[config.mk]
export PLATFORM = sky130hd
export DESIGN_NAME = imem_loader
export DESIGN_NICKNAME = d
export VERILOG_FILES = /design/src/rtl/imem_loader.sv
export SDC_FILE = /design/constraint.sdc
export NUM_CORES = 1
export LEC_CHECK = 0
export ABC_AREA = 1
export CORE_MARGIN = 1
export CORE_UTILIZATION = 30
export DETAILED_ROUTE_END_ITERATION = 16
export SYNTH_ARGS = -nofsm -noshare
export SYNTH_HDL_FRONTEND = slang
export SYNTH_SLANG_ARGS = --single-unit
export TNS_END_PERCENT = 10
[constraint.sdc]
create_clock -name clk -period 1.9 [get_ports clk]
set_input_delay 0.38 -clock clk [delete_from_list [all_inputs] [get_ports clk]]
set_output_delay 0.38 -clock clk [all_outputs]
set_load 0.01 [all_outputs]
[src/rtl/imem_loader.sv]
// imem_loader: serial program loader for the instruction memory.
// Receives a length header and a stream of instruction words over a 1-bit
// valid/ready link, writes them to sequential addresses and holds the core
// in reset until the whole program is in place.
// Optional checksum stage: define LOADER_CHECKSUM_EN.
module imem_loader #(
    parameter int IW = 10,
    parameter int AW = 8
) (
    input  logic          clk,
    input  logic          reset,
    input  logic          load_req,
    input  logic          ser_valid,
    input  logic          ser_data,
    output logic          ser_ready,
    output logic          imem_we,
    output logic [AW-1:0] imem_adr,
    output logic [IW-1:0] imem_wd,
    output logic          cpu_reset,
    output logic          done,
    output logic          err
);

    // The bit counter must reach both the header length and the word length.
    localparam int CW = $clog2(((IW > AW) ? IW : AW) + 1);
    localparam logic [CW-1:0] LEN_LAST  = CW'(AW - 1);
    localparam logic [CW-1:0] WORD_LAST = CW'(IW - 1);

    typedef enum logic [2:0] {
        IDLE,
        LEN,
        WORD,
        WRITE,
        RUN
`ifdef LOADER_CHECKSUM_EN
        , CHK,
        ERR
`endif
    } state_t;

    state_t          state_q;
    logic [AW-2:0]   len_q;
    logic [IW-2:0]   shift_q;
    logic [CW-1:0]   bitcnt_q;
    logic [AW:0]     remaining_q;
    logic [AW-1:0]   adr_q;
    logic [IW-1:0]   wd_q;
    logic            we_q;
    logic            ready_q;
    logic            cpu_reset_q;
    logic            done_q;
`ifdef LOADER_CHECKSUM_EN
    logic [IW-1:0]   csum_q;
    logic            err_q;
`endif

    logic            take;
    logic [AW-1:0]   len_d;
    logic [IW-1:0]   shift_d;

    // The shift registers keep only the bits already received; the incoming
    // bit completes the value in the same cycle it is accepted.
    assign take    = ser_valid & ready_q;
    assign len_d   = {len_q, ser_data};
    assign shift_d = {shift_q, ser_data};

    assign ser_ready = ready_q;
    assign imem_we   = we_q;
    assign imem_adr  = adr_q;
    assign imem_wd   = wd_q;
    assign cpu_reset = cpu_reset_q;
    assign done      = done_q;
`ifdef LOADER_CHECKSUM_EN
    assign err       = err_q;
`else
    assign err       = 1'b0;
`endif

    // Loader FSM; every output is registered and set on entry to its state.
    always_ff @(posedge clk or posedge reset) begin
        if (reset) begin
            state_q     <= IDLE;
            len_q       <= '0;
            shift_q     <= '0;
            bitcnt_q    <= '0;
            remaining_q <= '0;
            adr_q       <= '0;
            wd_q        <= '0;
            we_q        <= 1'b0;
            ready_q     <= 1'b0;
            cpu_reset_q <= 1'b1;
            done_q      <= 1'b0;
`ifdef LOADER_CHECKSUM_EN
            csum_q      <= '0;
            err_q       <= 1'b0;
`endif
        end else begin
            case (state_q)
                IDLE, RUN
`ifdef LOADER_CHECKSUM_EN
                , ERR
`endif
                : begin
                    if (load_req) begin
                        state_q     <= LEN;
                        ready_q     <= 1'b1;
                        bitcnt_q    <= '0;
                        cpu_reset_q <= 1'b1;
                        done_q      <= 1'b0;
`ifdef LOADER_CHECKSUM_EN
                        csum_q      <= '0;
                        err_q       <= 1'b0;
`endif
                    end
                end
                LEN: begin
                    if (take) begin
                        len_q    <= len_d[AW-2:0];
                        bitcnt_q <= bitcnt_q + 1'b1;
                        if (bitcnt_q == LEN_LAST) begin
                            // A zero header means a full memory image.
                            remaining_q <= (len_d == '0) ? {1'b1, {AW{1'b0}}}
                                                         : {1'b0, len_d};
                            adr_q       <= '0;
                            bitcnt_q    <= '0;
                            state_q     <= WORD;
                        end
                    end
                end
                WORD: begin
                    if (take) begin
                        shift_q  <= shift_d[IW-2:0];
                        bitcnt_q <= bitcnt_q + 1'b1;
                        if (bitcnt_q == WORD_LAST) begin
                            wd_q     <= shift_d;
                            we_q     <= 1'b1;
                            ready_q  <= 1'b0;
                            bitcnt_q <= '0;
                            state_q  <= WRITE;
                        end
                    end
                end
                WRITE: begin
                    we_q        <= 1'b0;
                    adr_q       <= adr_q + 1'b1;
                    remaining_q <= remaining_q - 1'b1;
`ifdef LOADER_CHECKSUM_EN
                    csum_q      <= csum_q ^ wd_q;
`endif
                    if (remaining_q == (AW+1)'(1)) begin
`ifdef LOADER_CHECKSUM_EN
                        state_q     <= CHK;
                        ready_q     <= 1'b1;
`else
                        state_q     <= RUN;
                        ready_q     <= 1'b0;
                        cpu_reset_q <= 1'b0;
                        done_q      <= 1'b1;
`endif
                    end else begin
                        state_q <= WORD;
                        ready_q <= 1'b1;
                    end
                end
`ifdef LOADER_CHECKSUM_EN
                CHK: begin
                    if (take) begin
                        shift_q  <= shift_d[IW-2:0];
                        bitcnt_q <= bitcnt_q + 1'b1;
                        if (bitcnt_q == WORD_LAST) begin
                            bitcnt_q <= '0;
                            ready_q  <= 1'b0;
                            if (shift_d == csum_q) begin
                                state_q     <= RUN;
                                cpu_reset_q <= 1'b0;
                                done_q      <= 1'b1;
                            end else begin
                                state_q <= ERR;
                                err_q   <= 1'b1;
                            end
                        end
                    end
                end
`endif
                default: begin
                    state_q <= IDLE;
                    ready_q <= 1'b0;
                    we_q    <= 1'b0;
                end
            endcase
        end
    end

endmodule

## Word level (Yosys, flattened, before mapping)

Cells that the tools add are included.

- Memory bits (read-only): 0
- Bits in latches: 0
- Bits in writable memories: 0
- Register bits after elaboration: 54
- Memories: 0

- Div/mod/pow operators: 0
- Eq/ne operators: 13
- Multiply operators: 0
- Muxes and demuxes: 33
- Bitwise operators: 3
- Order comparisons: 0
- Reductions and logical operators: 16
- Shift-type cells: 0
- Add/sub/neg operators: 3

Operators by type and width:

| cell | count |
|---|---|
| $mux W9 | 3 |
| $mux W4 | 5 |
| $mux W3 | 6 |
| $pmux W9 S2 | 1 |
| $mux W8 | 2 |
| $pmux W8 S2 | 1 |
| $ne A2 B2 Y1 const B | 6 |
| $pmux W3 S4 | 1 |
| $pmux W4 S3 | 1 |
| $reduce_and A3 Y1 | 4 |
| $eq A9 B1 Y1 const B | 1 |
| $mux W1 | 9 |
| $sub A9 B1 Y9 const B | 1 |
| $add A8 B1 Y8 const B | 1 |
| $logic_not A8 Y1 | 1 |
| $reduce_and A4 Y1 | 2 |
| $eq A3 B2 Y1 const B | 2 |
| $pmux W1 S2 | 3 |
| $reduce_and A5 Y1 | 1 |
| $add A4 B1 Y4 const B | 1 |
| $eq A4 B3 Y1 const B | 1 |
| $eq A4 B4 Y1 const B | 1 |
| $pmux W1 S4 | 1 |
| $reduce_and A2 Y1 | 2 |
| other kinds (9) | 11 |

## Logic depth before layout (Yosys ltp)

- Word-level depth: 5
- Depth in mapped cells: 9
- Gate-level depth less buffers: 9

## Worst setup path after synthesis

Ideal clock, no wire load.

- Path kind: register -> register
- Start: reg bitcnt_q[0]
- End: reg remaining_q[2]
- Slack: 564 ps
- Period minus slack after synthesis: 1336 ps
- Required time: 1777 ps
- Library setup time: 123 ps
- Arrival time: 1213 ps
- Cell stages (with the launch flop): 9
- Cell sequence: dfrtp_1 > ha_1 > nand2_1 > nor2_1 > inv_1 > nand2_1 > nand2_2 > o21ai_0 > nand2_1

- Longest elaborated chain between the ends: 3

Ends and longest elaborated chain:

| item | line | text |
|---|---|---|
| from (decl) | 44 | `logic [CW-1:0] bitcnt_q;` |
| from (signal assigned) | 119 | `bitcnt_q <= bitcnt_q + 1'b1;` |
| from (signal assigned) | 133 | `bitcnt_q <= bitcnt_q + 1'b1;` |
| $eq A4 B3 Y1 | 120 | `if (bitcnt_q == LEN_LAST) begin` |
| $ne A2 B2 Y1 (no source line) | n/a |  |
| $reduce_and A3 Y1 (no source line) | n/a |  |
| to (signal assigned) | 122 | `remaining_q <= (len_d == '0) ? {1'b1, {AW{1'b0}}}` |
| to (signal assigned) | 146 | `remaining_q <= remaining_q - 1'b1;` |
| to (decl) | 45 | `logic [AW:0] remaining_q;` |

Every way passes these cells.
A chain may end at the register's enable or synchronous reset.

## Final worst setup path

- Start: reg cpu_reset_q, in the netlist cpu_reset
- End: out cpu_reset

RTL lines:

| item | line | text |
|---|---|---|
| from (decl) | 50 | `logic cpu_reset_q;` |
| from (signal assigned) | 91 | `cpu_reset_q <= 1'b1;` |
| from (signal assigned) | 108 | `cpu_reset_q <= 1'b1;` |
| from (signal assigned) | 157 | `cpu_reset_q <= 1'b0;` |
| to (decl) | 19 | `output logic cpu_reset,` |

No word-level cell between the ends.

==> summary.md <==
| Metric | Value |
|---|---|
| Vias per inst | `4.487` |
| Worst-path clk slew | `0.11 ns` |
| Non-filler instance count after layout | `520` |
| Ratio of cells with drive above 1 in the final layout | `13.04%` |
| Pleak | `1.674 nW` |
| Gpl congestion | `0.8073` |
| Floorplan row count | `35` |
| Crit end category | `output pin` |
| Number of I/O pins | `28` |
| Global-route usage over all layers | `12.84%` |
| Worst path cell trace | `clkdlybuf4s50_1` |
| Clock tree sinks | `54` |
| F_max | `0.5679 GHz` |
| Sequential share of the synthesized area | `46.84%` |
| Most numerous cell in the Yosys netlist | `nand2_1` |
| Clk root buf | `clkbuf_8` |
| Switching Share | `43.30%` |
| Number of global-route vias before repair | `2,241` |
| CP startpoint | `cpu_reset` |
| Largest net degree at the start of global routing | `55` |
| Core Box Area | `0.009284 sq mm` |
| Reg2Reg Launch Point | `bitcnt_q[0]` |
| Die Wd | `100.1 um` |
| Post-CTS setup buffer count | `0` |
| Placed cells | `512` |
| Top post-synthesis cells by count | `nand2_1 (99), dfrtp_1 (53), inv_1 (44), nor2_1 (29), o21ai_0 (29)` |
| Crit path kind | `register to output pin` |
| FFs w/ async S/R, synth | `100.0%` |
| Startpoint Class | `register` |
| Top cell type by total area after synthesis | `dfrtp_1` |
| Detailed-route via count | `2,333` |
| CP max FO | `2` |
| Crit path DAT | `1.38 ns` |
| Final core occ | `36.91%` |
| Antenna viol nets, final | `0` |
| Worst Path Required | `1.52 ns` |
| Synthesis warning total | `0` |
| Final Critical Period | `1.761 ns` |
| Syn Area/Cell | `8.066 sq um` |
| Area growth syn-to-layout | `18.67%` |
| Pwr dens | `1464 mW/mm^2` |
| Filler Cell Count | `988` |
| Clk_lat worst skew | `0.31 ns` |
| Final Skew | `0.007572 ns` |
| Chip height | `100.1 um` |
| CTS tree | `built` |
| Synthesized area | `0.002888 sq mm` |
| Die ar. | `0.01002 sq mm` |
| Max cap viols | `0` |
| Net Sw Power | `2.173 mW` |
| Starting Density | `31.11%` |
| Fin nets | `400` |
| Worst R2R End | `remaining_q[2]` |
| Number of synthesized flops with an enable pin | `0` |
| Share of the synthesized area in the top cell type | `45.93%` |
| Clock tree buffer depth | `2` |
| TritonRoute pass-1 iters | `4` |
| Yosys cell types | `30` |
| Fin Setup TNS | `0 ns` |
| Global-route wire length before repair | `10.31 mm` |
| CP top delay family | `flip-flops` |
| P_int | `2.845 mW` |
| DRC errors left | `0` |
| Clock share of power | `16.1%` |
| Reg2reg setup slack | `0.27 ns` |
| HPWL Detailed | `4.158 mm` |
| Number of synthesized register bits | `54` |
| Worst stage delay on the critical path | `0.54 ns` |
| Cts hold-fix bufs | `0` |
| Syn Inst Count | `358` |
| Post-cts gate resize count | `0` |
| Slowest CP cell | `dfstp_2` |
| RSZ-0062 raised after global routing | `false` |
| H-tree Lvls | `2` |
| GRT overflow | `0` |
| Synth Net Count | `368` |
| Dominant synthesized flop cell | `dfrtp_1` |
| Pwr Total | `5.018 mW` |
| Final setup fails | `0` |
| Initial drt markers | `122` |
| Initial antenna violation count | `0` |
| Reg power frac | `39.5%` |
| Buffers on Ports | `26` |
| Peak VDD IR | `678.0 uV` |
| Drt wl/cell | `11.23 um` |
| Buf/Inv on CP | `1` |
| Logic pwr share | `44.4%` |
| Clock buffer count from CTS | `5` |
| Min Hold Slack | `0.4230 ns` |
| Antenna Cells | `0` |
| R2R cell count | `8` |
| Max Slew Vio Count | `0` |
| Outcome | `completed` |
| WL final | `5.840 mm` |
| Final Hold Viols | `0` |
| Part of the cycle the worst path needs | `92.67%` |
| Synth top area cells | `dfrtp_1 (46%), nand2_1 (13%), inv_1 (5.7%)` |
| Tightest Hold Check Type | `primary input to async pin` |
[power by group through the flow]
stage	Combinational, mW	Sequential (mW)	Clock [mW]
global route	2.58	2.05	0.891
floorplan	1.60	1.96	0
finish	2.23	1.98	0.809
detailed placement	2.23	2.00	0
global placement	2.17	1.99	0
CTS	2.24	1.98	0.841
[metrics by stage]
stage / setup WS [ns] / cell area (sq um)
4_1_cts: 0.1258 / 3427
3_5_place_dp: 0.1286 / 3309
2_1_floorplan: 0.2071 / 2888
3_3_place_gp: 0.1494 / 3309
5_1_grt: 0.05699 / 3427
6_report: 0.1392 / 3427
[state kept, by name, summed over array words and instances, names as in the netlist]
name         flops
imem_we          1
imem_wd         10
cpu_reset        1
ser_ready        1
len_q            7
bitcnt_q         4
remaining_q      9
state_q          3
shift_q          9
done             1
imem_adr         8
[worst reg2reg max path: stages (launching register included)]
cell and delay, ns:
dfrtp_1 0.45, ha_1 0.22, nand2_1 0.06, nor2_1 0.19
inv_1 0.11, nand2_1 0.08, nand2_2 0.14, o21ai_0 0.20
nand2_1 0.07
[logic make-up after synthesis]
logic type               synth area share, %
XOR/XNOR                              0.9100
adder cells (fa/ha/maj)                2.166
AO/OA/AOI/OAI                          12.00
other                                 0.1299
AND/OR/NAND/NOR                        28.99
buffers and inverters                  8.968
flip-flops                             46.84
[worst max path at each step]
stage,endpoint,cells after the start
finish,cpu_reset,1
global route,imem_adr[2],1
CTS,cpu_reset,1
detailed placement,imem_wd[5],8
global placement,imem_wd[0],8
floorplan,bitcnt_q[0],1
[layer usage]
layer	track usage, %	part of all wire, %	vias to the layer above
met3	2.368	3.8	5
li1	-	-	1202
met5	0	0	-
met2	20.00	44	46
met4	3.010	0.70	0
met1	18.52	52	1080
[layout by cell type (no fill, tap or decap), drive strengths merged]
cell	netlist	routed
clkbuf	1	5
o22ai	1	1
nand3	27	27
bufinv	0	1
clkinv	1	1
nand3b	1	1
clkdlybuf4s50	0	26
xor2	3	3
nand2	112	112
clkinvlp	0	1
a22o	1	1
ha	5	5
o211ai	1	1
o31ai	1	1
nor2	31	31
inv	45	46
dfstp	1	1
buf	8	8
a21oi	7	7
conb	1	1
o21ai	47	47
nand4	11	11
dfrtp	53	53
[final cells by class]
type                       count  area (sq um)  area share, %
tap                          129         161.4          4.710
timing repair buffer          34         345.3          10.08
sequential                    54          1353          39.47
multi-input combinational    249          1276          37.24
clock inverter                 3         48.80          1.424
clock buffer                   5         68.82          2.008
inverter                      46         173.9          5.075
(Power assumes the default switching activity.)
